$ cat config.mk
export PLATFORM = sky130hd
export DESIGN_NAME = addr_scanner
export DESIGN_NICKNAME = d
export VERILOG_FILES = /design/src/rtl/scanner_pkg.sv /design/src/rtl/edge_detect.sv /design/src/rtl/addr_scanner.sv
export SDC_FILE = /design/constraint.sdc
export NUM_CORES = 1
export LEC_CHECK = 0
export ABC_AREA = 1
export CAP_MARGIN = 20
export CORE_MARGIN = 2
export CORE_UTILIZATION = 46
export CTS_BUF_LIST = sky130_fd_sc_hd__clkbuf_4 sky130_fd_sc_hd__clkbuf_8
export CTS_CLUSTER_DIAMETER = 200
export DETAILED_ROUTE_END_ITERATION = 6
export PLACE_DENSITY = 0.65
export SLEW_MARGIN = 20
export SYNTH_ARGS = -nofsm -noshare
export SYNTH_HDL_FRONTEND = slang
export SYNTH_SLANG_ARGS = --single-unit
$ cat constraint.sdc
create_clock -name clk -period 4.8 [get_ports clk]
set_clock_uncertainty 0.1 [all_clocks]
set_input_delay 0.96 -clock clk [delete_from_list [all_inputs] [get_ports clk]]
set_output_delay 0.96 -clock clk [all_outputs]
set_load 0.01 [all_outputs]
$ cat src/rtl/scanner_pkg.sv
// Shared constants and state encoding for the read-address scanner.
package scanner_pkg;

  localparam int unsigned ADDR_W = 5;
  localparam int unsigned DEPTH  = 32;

  typedef enum logic {
    PAUSE = 1'b0,
    RUN   = 1'b1
  } state_t;

endpackage

$ cat src/rtl/edge_detect.sv
// Rising-edge detector; suppresses a rise on the first cycle after reset so a
// level held through reset release is not mistaken for a new press.
module edge_detect (
  input  logic clk,
  input  logic reset,
  input  logic in,
  output logic rise
);

  logic hist;
  logic armed;

  always_ff @(posedge clk) begin
    if (reset) begin
      hist  <= 1'b0;
      armed <= 1'b0;
    end else begin
      hist  <= in;
      armed <= 1'b1;
    end
  end

  assign rise = in & ~hist & armed;

endmodule

$ cat src/rtl/addr_scanner.sv
// Read-address scanner: auto-advances every TICK_DIV cycles in RUN, steps on
// button edges in PAUSE. Define ADDR_SCANNER_SYNC_EN to synchronise run/step.
module addr_scanner
  import scanner_pkg::*;
#(
  parameter int unsigned TICK_DIV = 50000000
) (
  input  logic              clk,
  input  logic              reset,
  input  logic              run,
  input  logic              step,
  output logic [ADDR_W-1:0] rd_addr,
  output logic              adv,
  output logic              wrap,
  output logic              running
);

  localparam int unsigned   PRE_W   = (TICK_DIV > 1) ? $clog2(TICK_DIV) : 1;
  localparam logic [PRE_W-1:0] PRE_MAX = PRE_W'(TICK_DIV - 1);

  logic run_s;
  logic step_s;
  logic step_rise;

`ifdef ADDR_SCANNER_SYNC_EN
  logic [1:0] run_sync;
  logic [1:0] step_sync;

  always_ff @(posedge clk) begin
    if (reset) begin
      run_sync  <= 2'b00;
      step_sync <= 2'b00;
    end else begin
      run_sync  <= {run_sync[0], run};
      step_sync <= {step_sync[0], step};
    end
  end

  assign run_s  = run_sync[1];
  assign step_s = step_sync[1];
`else
  assign run_s  = run;
  assign step_s = step;
`endif

  edge_detect u_step_edge (
    .clk   (clk),
    .reset (reset),
    .in    (step_s),
    .rise  (step_rise)
  );

  state_t            state, state_d;
  logic [PRE_W-1:0]  presc, presc_d;
  logic [ADDR_W-1:0] addr_d;
  logic              adv_d;
  logic              wrap_d;

  always_ff @(posedge clk) begin
    if (reset) begin
      state   <= PAUSE;
      presc   <= '0;
      rd_addr <= '0;
      adv     <= 1'b0;
      wrap    <= 1'b0;
      running <= 1'b0;
    end else begin
      state   <= state_d;
      presc   <= presc_d;
      rd_addr <= addr_d;
      adv     <= adv_d;
      wrap    <= wrap_d;
      running <= (state_d == RUN);
    end
  end

  always_comb begin
    state_d = state;
    presc_d = presc;
    addr_d  = rd_addr;
    adv_d   = 1'b0;
    wrap_d  = 1'b0;
    case (state)
      PAUSE: begin
        presc_d = '0;
        adv_d   = step_rise;
        if (run_s) state_d = RUN;
      end
      RUN: begin
        // Tick on the cycle after the prescaler reaches its terminal count.
        if (presc == PRE_MAX) begin
          presc_d = '0;
          adv_d   = 1'b1;
        end else begin
          presc_d = presc + PRE_W'(1);
        end
        if (!run_s) begin
          state_d = PAUSE;
          presc_d = '0;
        end
      end
    endcase
    if (adv_d) begin
      addr_d = rd_addr + ADDR_W'(1);
      wrap_d = (rd_addr == ADDR_W'(DEPTH - 1));
    end
  end

endmodule

==> reports/qor.yml <==
outcome:
  status: "finished clean"
clock_tree:
  post_cts_resized: 0
  cts_inserted_buffers: 5
  cts_max_level: 2
  clock-root-buffer: "clkbuf_8"
  clk_path_buf_depth: 2
  clock_latency_ns: 0.29
  clk_pin_slew_ns: 0.07
  cts_setup_buffers: 0
  cts_sinks: 36
  cts_tree: "built"
  ctsHoldBuffers: 0
power_and_ir_drop:
  sw_frac_of_total_pct: 20.9
  p_comb_share_pct: 4.5
  peakVddDrop_mv: 0.267
  p_leak_nw: 0.776
  power_uw: 602
  clkPwrFrac_pct: 44.5
  power_density_nw_per_um2: 276
  switchingPower_uw: 126
  seq_power_share_pct: 51.0
  intPower_uw: 476
setup_path:
  worstPathRequired_ns: 3.74
  cpLargestDelayFamily: "buffers and inverters"
  cp_cell_sequence: "clkdlybuf4s50_1"
  cp_max_fo: 5
  crit_path_end_kind: "output port"
  reg2reg_slack_ns: 2.99
  crit_arrival_ns: 1.32
  ff2ff_path_depth: 8
  r2r_start: "presc[0]$_SDFF_PP0_"
  slowest_stage: "clkdlybuf4s50_1"
  cp-start-kind: "register"
  crit_buf_inv: 1
  r2r-end: "presc[18]$_SDFF_PP0_"
  critPathKind: "register to output port"
  slowest_delay_ns: 0.58
die:
  die_h_um: 68.6
  ioPinCount: 12
  die_w_um: 68.6
  dieArea_um2: 4710
  core_um2: 4000
  placementRows: 23
  start_util_pct: 48.0
final_layout:
  layout_commonest_cell: "nand2_1"
  final_cell_mix: "71 x nand2_1, 58 x nor2_1, 36 x dfxtp_1"
  diodes: 0
  drive_gt1_share_pct: 7.33
  area.growth.synth_to_final_pct: 13.3
  nets: 306
sta:
  relSlewSlack_pct: 77.7
  worst_pin_slew_ns: 0.332
  max_freq_mhz: 421
  fin_crit_ns: 2.38
  fin_crit_sh_pct: 49.5
  slew_viol_final: 0
  setup-tns-final_ns: 0
  setup_ws_ns: 2.42
  finalHoldViolCount: 0
  rsz0062_at_grt: "no"
  finalSetupViolations: 0
placement:
  hpwl_um: 3020
  gp_congestion: 0.881
  portBuffers: 11
  dpl_worst_slack_ns: 2.33
detailed_routing:
  drc: 0
  drtPass1Iterations: 4
  ant_nets: 0
  routedWlPerCell_um: 11.5
  vias_per_cell: 4.97
  wl_um: 4010
  first_iter_violations: 70
  num_vias: 1738
logic_synthesis:
  ys_seq_elements: 36
  synth.avg_cell_area_um2: 6.77
  synth_fp_nets: 291
  synth_cell_types: 29
  postSynthCellCount: 284
  yosysWarnings: 0
  ys_seq_area_share_pct: 37.5
  syn-cell-area_um2: 1920
grt:
  grt_max_degree: 27
  grt-ovfl-total: 0
  antenna_found_initial: 0
  grt_first_pass_wirelength_um: 6870
  track_usage_pct: 19.5
  grt_pass1_vias: 1568
worst_hold_path:
  min_from: "presc[0]$_SDFF_PP0_"
  min_to: "presc[0]$_SDFF_PP0_"
  whs_path_depth: 1
  hp-class: "register to register"
flow_run:
  cap_violations: 0
-- layout make-up --
cell class                      count  area [um2]
Timing Repair Buffer               11         110
Clock buffer                        6        76.3
Inverter                           35         131
Multi-Input combinational cell    210        1040
Tap cell                           50        62.6
Fill cell                         411        1820
Sequential cell                    36         721
Clock inverter                      2        35.0
-- synth_stat cells --
master | number | share of area, %
a21oi_1 | 16 | 4.2
and3_1 | 2 | 0.65
buf_2 | 1 | 0.26
buf_6 | 2 | 1.2
dfxtp_1 | 36 | 37
ha_1 | 3 | 2.0
inv_1 | 34 | 6.6
inv_2 | 1 | 0.20
nand2_1 | 71 | 14
nand2_2 | 3 | 0.98
nand2_4 | 1 | 0.59
nand2b_1 | 1 | 0.33
nand3_1 | 18 | 4.7
nand3_2 | 2 | 1.0
nand3_4 | 1 | 0.91
nand3b_1 | 5 | 2.0
nand4_1 | 5 | 1.6
nor2_1 | 58 | 11
nor2_2 | 2 | 0.65
nor2_4 | 1 | 0.59
nor2_8 | 1 | 1.0
nor3_1 | 4 | 1.0
nor3_2 | 1 | 0.52
nor3b_1 | 3 | 1.2
nor3b_2 | 1 | 0.65
o21ai_0 | 2 | 0.52
or2_0 | 1 | 0.33
xnor2_1 | 3 | 1.4
xor2_1 | 5 | 2.3
-- kinds of logic (layout without fill, tap and decap cells) --
family          count (synthesis)  after routing  share of synthesized area [%]
fa+ha+maj                       3              3                           1.95
compound gates                 18             18                           4.69
simple gates                  181            181                           43.9
flops                          36             36                           37.5
xor+xnor                        8              8                           3.65
buf+inv                        38             54                           8.27
-- registers in the layout (all words and copies together), names as in the netlist --
register	cells
rd_addr	5
u_step_edge.hist	1
presc	26
state	1
u_step_edge.armed	1
adv	1
wrap	1
-- metrics by stage --
stage | utilization, % | hold WS [ns] | instances | cell area (um2)
2_1_floorplan | - | 0.336 | 284 | 1920
4_1_cts | 54.5 | 0.382 | 350 | 2180
3_3_place_gp | 51.7 | 0.359 | 342 | 2070
3_5_place_dp | 51.7 | 0.366 | 342 | 2070
5_1_grt | 54.5 | 0.416 | 350 | 2180
6_report | 54.5 | 0.376 | 350 | 2180
-- worst reg2reg max path, cell delays in order (launching register included) --
cell     delay (ns)
dfxtp_1        0.39
ha_1           0.20
nand2_2        0.10
nor2_8         0.19
nand2_1        0.08
nor2_1         0.11
nand2_1        0.14
nand3_4        0.27
nor2_1         0.10
-- how the worst max path moves through the flow --
stage                                start              endpoint  slack, ns  cells after the start
after floorplan                        run  presc[12]$_SDFF_PP0_       3.09                      5
after global placement               reset   presc[2]$_SDFF_PP0_       2.40                      4
after detailed placement             reset   presc[2]$_SDFF_PP0_       2.33                      4
after CTS                 state$_SDFF_PP0_               running       2.40                      1
after global routing      state$_SDFF_PP0_               running       2.37                      1
final                     state$_SDFF_PP0_               running       2.42                      1
-- power by group through the flow --
stage	Clock, mW	Combinational [mW]	Sequential (mW)
3_5_place_dp	0	0.0277	0.314
2_1_floorplan	0	0.0149	0.314
4_1_cts	0.275	0.0279	0.307
5_1_grt	0.287	0.0311	0.307
6_report	0.268	0.0273	0.307
3_3_place_gp	0	0.0272	0.313
-- routing by layer --
layer	GRT usage [%]	vias to the layer above	part of all wire [%]
li1	-	924	-
met1	24.7	782	49
met2	31.5	26	45
met3	5.36	6	4.3
met4	7.25	0	1.5
met5	0	-	0
(Power assumes the default switching activity.)
